File: src/rtl/spi_pkg.sv
`default_nettype none
// ==========================================================================
// spi_pkg - state encoding and elaboration helpers for spi_slave_word
// Revision: 1.0
// ==========================================================================
package spi_pkg;

  typedef enum logic [0:0] {
    ST_IDLE  = 1'b0,
    ST_SHIFT = 1'b1
  } spi_state_t;

  // Sampling happens on the rising SCK edge when CPOL and CPHA agree.
  function automatic bit sample_rising(input int cpol, input int cpha);
    return (cpol != 0) == (cpha != 0);
  endfunction

  function automatic int clog2(input int value);
    int result;
    result = 0;
    for (int v = value - 1; v > 0; v = v >> 1) begin
      result = result + 1;
    end
    return result;
  endfunction

endpackage
`default_nettype wire

File: src/rtl/spi_sync_edge.sv
`default_nettype none
// ==========================================================================
// spi_sync_edge - N-stage synchronizer with level and rise/fall strobes
// Revision: 1.0
// ==========================================================================
module spi_sync_edge #(
  parameter int STAGES = 3,
  parameter bit IDLE   = 1'b0
) (
  input  logic clk,
  input  logic rst,
  input  logic din,
  output logic level,
  output logic rise,
  output logic fall
);

  logic [STAGES-1:0] taps;

  always_ff @(posedge clk) begin
    if (rst) begin
      taps <= {STAGES{IDLE}};
    end else begin
      taps <= {taps[STAGES-2:0], din};
    end
  end

  // Edges compare the two oldest taps; level is the newer of the pair.
  assign level = taps[STAGES-2];
  assign rise  = taps[STAGES-2] & ~taps[STAGES-1];
  assign fall  = ~taps[STAGES-2] & taps[STAGES-1];

endmodule
`default_nettype wire

File: src/rtl/spi_slave_word.sv
`default_nettype none
// ==========================================================================
// spi_slave_word - full-duplex SPI slave, configurable width/order/mode.
// Optional SPI_SLAVE_ERR_EN adds frame_err/overrun/underrun and rx_hold_n.
// Revision: 1.0
// ==========================================================================
module spi_slave_word
  import spi_pkg::*;
#(
  parameter int WIDTH     = 8,
  parameter int CPOL      = 0,
  parameter int CPHA      = 0,
  parameter int MSB_FIRST = 1
) (
  input  logic             clk,
  input  logic             rst,
  input  logic             sck,
  input  logic             ssel,
  input  logic             mosi,
  output logic             miso,
  output logic             miso_oe,
  output logic [WIDTH-1:0] rx_data,
  output logic             rx_valid,
  input  logic [WIDTH-1:0] tx_data,
  input  logic             tx_valid,
  output logic             tx_ready,
  output logic             busy
`ifdef SPI_SLAVE_ERR_EN
  ,
  input  logic             rx_hold_n,
  output logic             frame_err,
  output logic             overrun,
  output logic             underrun
`endif
);

  localparam int               CNT_W       = clog2(WIDTH);
  localparam bit               SAMPLE_RISE = sample_rising(CPOL, CPHA);
  localparam logic [CNT_W-1:0] LAST_BIT    = CNT_W'(WIDTH - 1);

  logic unused_sck_level;
  logic unused_ssel_rise;
  logic sck_rise;
  logic sck_fall;
  logic ssel_level;
  logic ssel_fall;
  logic [1:0] mosi_sync;
  logic mosi_s;

  spi_sync_edge #(.STAGES(3), .IDLE(CPOL != 0)) u_sck_sync (
    .clk   (clk),
    .rst   (rst),
    .din   (sck),
    .level (unused_sck_level),
    .rise  (sck_rise),
    .fall  (sck_fall)
  );

  spi_sync_edge #(.STAGES(3), .IDLE(1'b1)) u_ssel_sync (
    .clk   (clk),
    .rst   (rst),
    .din   (ssel),
    .level (ssel_level),
    .rise  (unused_ssel_rise),
    .fall  (ssel_fall)
  );

  always_ff @(posedge clk) begin
    if (rst) begin
      mosi_sync <= 2'b00;
    end else begin
      mosi_sync <= {mosi_sync[0], mosi};
    end
  end
  assign mosi_s = mosi_sync[1];

  spi_state_t       state;
  logic [CNT_W-1:0] bitcnt;
  logic [WIDTH-2:0] rx_shift;
  logic [WIDTH-1:0] rx_next;
  logic [WIDTH-1:0] tx_shift;
  logic [WIDTH-1:0] tx_shifted;
  logic [WIDTH-1:0] hold;
  logic             hold_full;
  logic             load_pending;
  logic             skip_shift;
  logic             selected;
  logic             sample_edge;
  logic             shift_edge;
  logic             load;
  logic             write;

  assign selected    = ~ssel_level;
  assign sample_edge = SAMPLE_RISE ? sck_rise : sck_fall;
  assign shift_edge  = SAMPLE_RISE ? sck_fall : sck_rise;
  assign write       = tx_valid & ~hold_full;
  assign load        = (state == ST_IDLE && ssel_fall) ||
                       (state == ST_SHIFT && selected && shift_edge && load_pending);

  assign tx_ready = ~hold_full;
  assign busy     = (state == ST_SHIFT);
  assign miso_oe  = selected;

  // rx_next is the word including the bit arriving now; only WIDTH-1 bits
  // of history are needed because the final bit goes straight to rx_data.
  generate
    if (MSB_FIRST != 0) begin : g_msb_first
      assign rx_next    = {rx_shift, mosi_s};
      assign tx_shifted = {tx_shift[WIDTH-2:0], 1'b0};
      assign miso       = tx_shift[WIDTH-1];
    end else begin : g_lsb_first
      assign rx_next    = {mosi_s, rx_shift};
      assign tx_shifted = {1'b0, tx_shift[WIDTH-1:1]};
      assign miso       = tx_shift[0];
    end
  endgenerate

  always_ff @(posedge clk) begin
    if (rst) begin
      state        <= ST_IDLE;
      bitcnt       <= '0;
      rx_shift     <= '0;
      rx_data      <= '0;
      rx_valid     <= 1'b0;
      tx_shift     <= '0;
      hold         <= '0;
      hold_full    <= 1'b0;
      load_pending <= 1'b0;
      skip_shift   <= 1'b0;
`ifdef SPI_SLAVE_ERR_EN
      frame_err    <= 1'b0;
      overrun      <= 1'b0;
      underrun     <= 1'b0;
`endif
    end else begin
      rx_valid <= 1'b0;
`ifdef SPI_SLAVE_ERR_EN
      frame_err <= 1'b0;
      overrun   <= 1'b0;
      underrun  <= load & ~hold_full;
`endif
      // A write in the same cycle as a load lands in hold after the load
      // has taken the old contents.
      if (write) begin
        hold <= tx_data;
      end
      hold_full <= (hold_full & ~load) | write;
      if (load) begin
        tx_shift <= hold_full ? hold : '0;
      end

      case (state)
        ST_IDLE: begin
          if (ssel_fall) begin
            state        <= ST_SHIFT;
            bitcnt       <= '0;
            load_pending <= 1'b0;
            skip_shift   <= (CPHA != 0);
          end
        end
        ST_SHIFT: begin
          if (!selected) begin
            state        <= ST_IDLE;
            bitcnt       <= '0;
            load_pending <= 1'b0;
            skip_shift   <= 1'b0;
`ifdef SPI_SLAVE_ERR_EN
            frame_err    <= (bitcnt != '0);
`endif
          end else begin
            if (sample_edge) begin
              if (MSB_FIRST != 0) begin
                rx_shift <= rx_next[WIDTH-2:0];
              end else begin
                rx_shift <= rx_next[WIDTH-1:1];
              end
              if (bitcnt == LAST_BIT) begin
                bitcnt       <= '0;
                rx_data      <= rx_next;
                rx_valid     <= 1'b1;
                load_pending <= 1'b1;
`ifdef SPI_SLAVE_ERR_EN
                overrun      <= ~rx_hold_n;
`endif
              end else begin
                bitcnt <= bitcnt + 1'b1;
              end
            end
            if (shift_edge) begin
              if (load_pending) begin
                load_pending <= 1'b0;
              end else if (skip_shift) begin
                skip_shift <= 1'b0;
              end else begin
                tx_shift <= tx_shifted;
              end
            end
          end
        end
        default: state <= ST_IDLE;
      endcase
    end
  end

endmodule
`default_nettype wire

File: config.mk
export PLATFORM = sky130hd
export DESIGN_NAME = spi_slave_word
export DESIGN_NICKNAME = d
export VERILOG_FILES = /design/src/rtl/spi_pkg.sv /design/src/rtl/spi_sync_edge.sv /design/src/rtl/spi_slave_word.sv
export SDC_FILE = /design/constraint.sdc
export NUM_CORES = 1
export LEC_CHECK = 0
export ABC_AREA = 1
export BUFFER_PORTS_ARGS = -buffer_cell sky130_fd_sc_hd__clkbuf_2
export CAP_MARGIN = 10
export CORE_MARGIN = 4
export CORE_UTILIZATION = 50
export DETAILED_ROUTE_END_ITERATION = 7
export PLACE_DENSITY_LB_ADDON = 0.15
export SLEW_MARGIN = 20
export SYNTH_ARGS = -nofsm -noshare
export SYNTH_HDL_FRONTEND = slang
export SYNTH_SLANG_ARGS = --single-unit
File: constraint.sdc
create_clock -name clk -period 3.54 [get_ports clk]
set_clock_uncertainty 0.05 [all_clocks]
set_input_delay 0.531 -clock clk [delete_from_list [all_inputs] [get_ports clk]]
set_output_delay 0.531 -clock clk [all_outputs]
set_load 0.1 [all_outputs]
==> impl_metrics.tcl <==
set metrics [dict create \
    status "complete, no violations" \
    tightest_slew_ps 859.3 \
    path_class "flip-flop to output port" \
    synth_top_cells_by_area "dfxtp_1 (50%), nor2_1 (8.7%), nand2_1 (6.5%), o21ai_0 (5.9%), a21oi_1 (3.8%)" \
    cp_slowest_cell "dfxtp_1" \
    synth_seq_cells 46 \
    die_height_microns 68.92 \
    slowest_delay_ps 530 \
    design_area_sq_mm 0.002082 \
    arrival_ps 1300 \
    die_w_microns 68.92 \
    ys_seq_area_frac 0.4963 \
    synth_ff_type "dfxtp_1" \
    fin_util 0.6003 \
    grt_max_degree 34 \
    synth_most_common_cell "dfxtp_1" \
    hold_viol 0 \
    start_kind "flip-flop" \
    wl_per_cell_microns 10.21 \
    hp-start "mosi_sync[0]" \
    drive_gt1_frac 0.2431 \
    yosysWarnings 0 \
    clkTransAtPathRegs_ps 80 \
    cts_hold_buf 0 \
    netlist_instances 230 \
    finalSetupTns_ps 0 \
    hold_path.class "flip-flop to flip-flop" \
    r2r_start "busy" \
    clock_latency_ps 300 \
    antenna_found_initial 0 \
    cts_tree "yes" \
    routed_wl_mm 3.074 \
    dp.cells 293 \
    worstPathMaxFanout 10 \
    fin_crit_ps 1879 \
    syn_area_per_cell_sq_um 8.068 \
    max-cap-violations 0 \
    diodes 0 \
    synth.distinct_cells 27 \
    drcViolationCount 0 \
    fmax_mhz 532.1 \
    synthArstFlopShare 0 \
    cts_num_sinks 46 \
    ir_drop_mv 0.3528 \
    die-area_sq_mm 0.004750 \
    dr.pass1.iters 4 \
    postRouteAntennaNets 0 \
    num_io_pins 27 \
    cp-end-kind "output port" \
    cp_num_cells 2 \
    rsz0062_at_grt "no" \
    placed_area_sq_mm 0.001987 \
    synth.top_cell.area_share 0.4963 \
    syn2layout_area_growth_pct 12.21 \
    clock-root-buffer "clkbuf_8" \
    worstHoldEndpoint "mosi_sync[1]" \
    grt_pass1_wl_mm 5.368 \
    vias 1479 \
    finalNonFillerCells 301 \
    leakagePower_nw 0.9135 \
    numCtsBuffers 5 \
    worstPathCellList "inv_1 > clkbuf_2" \
    grt_pass1_vias 1291 \
    synth_area_leader_cell "dfxtp_1" \
    cts_resized 0 \
    synth_fp_nets 246 \
    initial_core_util 0.5350 \
    grt-ovfl-total 0 \
    floorplan.rows 21 \
    cp_num_buf_inv 2 \
    ff2ff_setup_slack_ps 2020 \
    whs_path_depth 2 \
    clk_path_buf_depth 2 \
    syn-cell-area_sq_mm 0.001856 \
    setup_viol 0 \
    grt_use_total 0.1511 \
    synthTopCellsByCount "dfxtp_1 (46), nor2_1 (43), nand2_1 (32)" \
    gp_congestion 0.7640 \
    finalMaxSlewViolations 0 \
    slew_headroom 0.4265 \
    coreArea_sq_mm 0.003468 \
    drt-initial-drc-count 73 \
    viasPerCell 4.914 \
    required_ps 2960 \
    dpl.hpwl_mm 2.189 \
    htree_num_levels 2 \
    synth_edf_count 0 \
    nets 270 \
    port_buffers 26 \
    cpLargestDelayFamily "flip-flops" \
    final.period_utilization 0.5309 \
    post_cts_buffers 0 \
    p_per_area_mw_per_mm2 450.3 \
    fin_total_pwr_w 0.0009375 \
    nFillCells 349 \
    rr_endpoint "rx_data[1]" \
    r2r_cells 8 \
]
-- layout make-up --
| class | count | area [sq um] | share of cell area |
|---|---|---|---|
| clock buffers | 6 | 82.58 | 0.03966 |
| clock inverters | 2 | 12.51 | 0.006010 |
| inverters | 21 | 85.08 | 0.04087 |
| multi-input cells | 154 | 793.3 | 0.3810 |
| flip-flops and latches | 46 | 920.9 | 0.4423 |
| well taps | 46 | 57.56 | 0.02764 |
| repair buffers | 26 | 130.1 | 0.06250 |
-- worst max path at each step --
stage	startpoint	end
after global placement	rst	rx_shift[5]
after floorplan	busy	tx_shift[4]
after detailed placement	rst	rx_shift[2]
after global routing	hold_full	tx_ready
final	hold_full	tx_ready
after CTS	hold_full	tx_ready
-- per-layer routing --
| layer | GRT usage | up-vias | wire, microns |
|---|---|---|---|
| li1 | - | 788 | - |
| met1 | 0.1874 | 667 | 1513 |
| met2 | 0.2405 | 20 | 1382 |
| met3 | 0.05673 | 4 | 140 |
| met4 | 0.05109 | 0 | 39 |
| met5 | 0 | - | 0 |
-- through the flow --
stage	setup slack, ps	hold slack, ps
after floorplan	1625	338.3
after global placement	1682	342.7
after detailed placement	1612	346.6
after CTS	1643	355.0
after global routing	1574	364.1
final	1661	356.2
-- placed cells by master, fill, tap and decap left out --
master and count:
o21bai_1 1, nor3_1 1, dfxtp_1 46, clkbuf_2 26
nor2_2 1, or2_2 2, nor2_4 3, nand2_4 2
inv_2 4, nand3_4 1, nand3_1 12, o21ai_1 5
ha_1 2, a21oi_2 7, clkinv_4 1, a21oi_1 14
clkinv_2 2, o21ai_0 22, nor2_1 43, clkinvlp_4 1
o21ai_2 4, inv_1 15, clkbuf_8 6, nand3_2 2
nand2_1 32
-- cells by family (layout without fill, tap and decap cells) --
kind of cell,count (synthesis),count (layout),synth area share
adders and majority gates,2,2,0.01348
DFF,46,46,0.4963
AOI/OAI and AO/OA,53,53,0.1666
buffers and inverters,30,55,0.07619
and+or+nand+nor,99,99,0.2475
-- worst reg2reg max path, cell delays in order (launching register included) --
cell      delay, ps
dfxtp_1         330
inv_2            90
nor2_4           50
nand2_1         260
clkinv_2        200
nand2_4         170
clkinv_4         90
nand2_4         100
o21ai_2          60
-- power by group --
part,switching (W),internal [W]
combinational,0.0000470,0.0000206
clock,0.000171,0.000157
sequential,0.00000998,0.000532
-- flip-flops by register name, summed over array words and instances (netlist names), 2 cells and up --
name and count:
tx_shift 8, rx_shift 7, mosi_sync 2, rx_data 8
u_ssel_sync.taps 3, u_sck_sync.taps 3, bitcnt 3, hold 8
No activity file was read; power rests on OpenSTA's default activity.
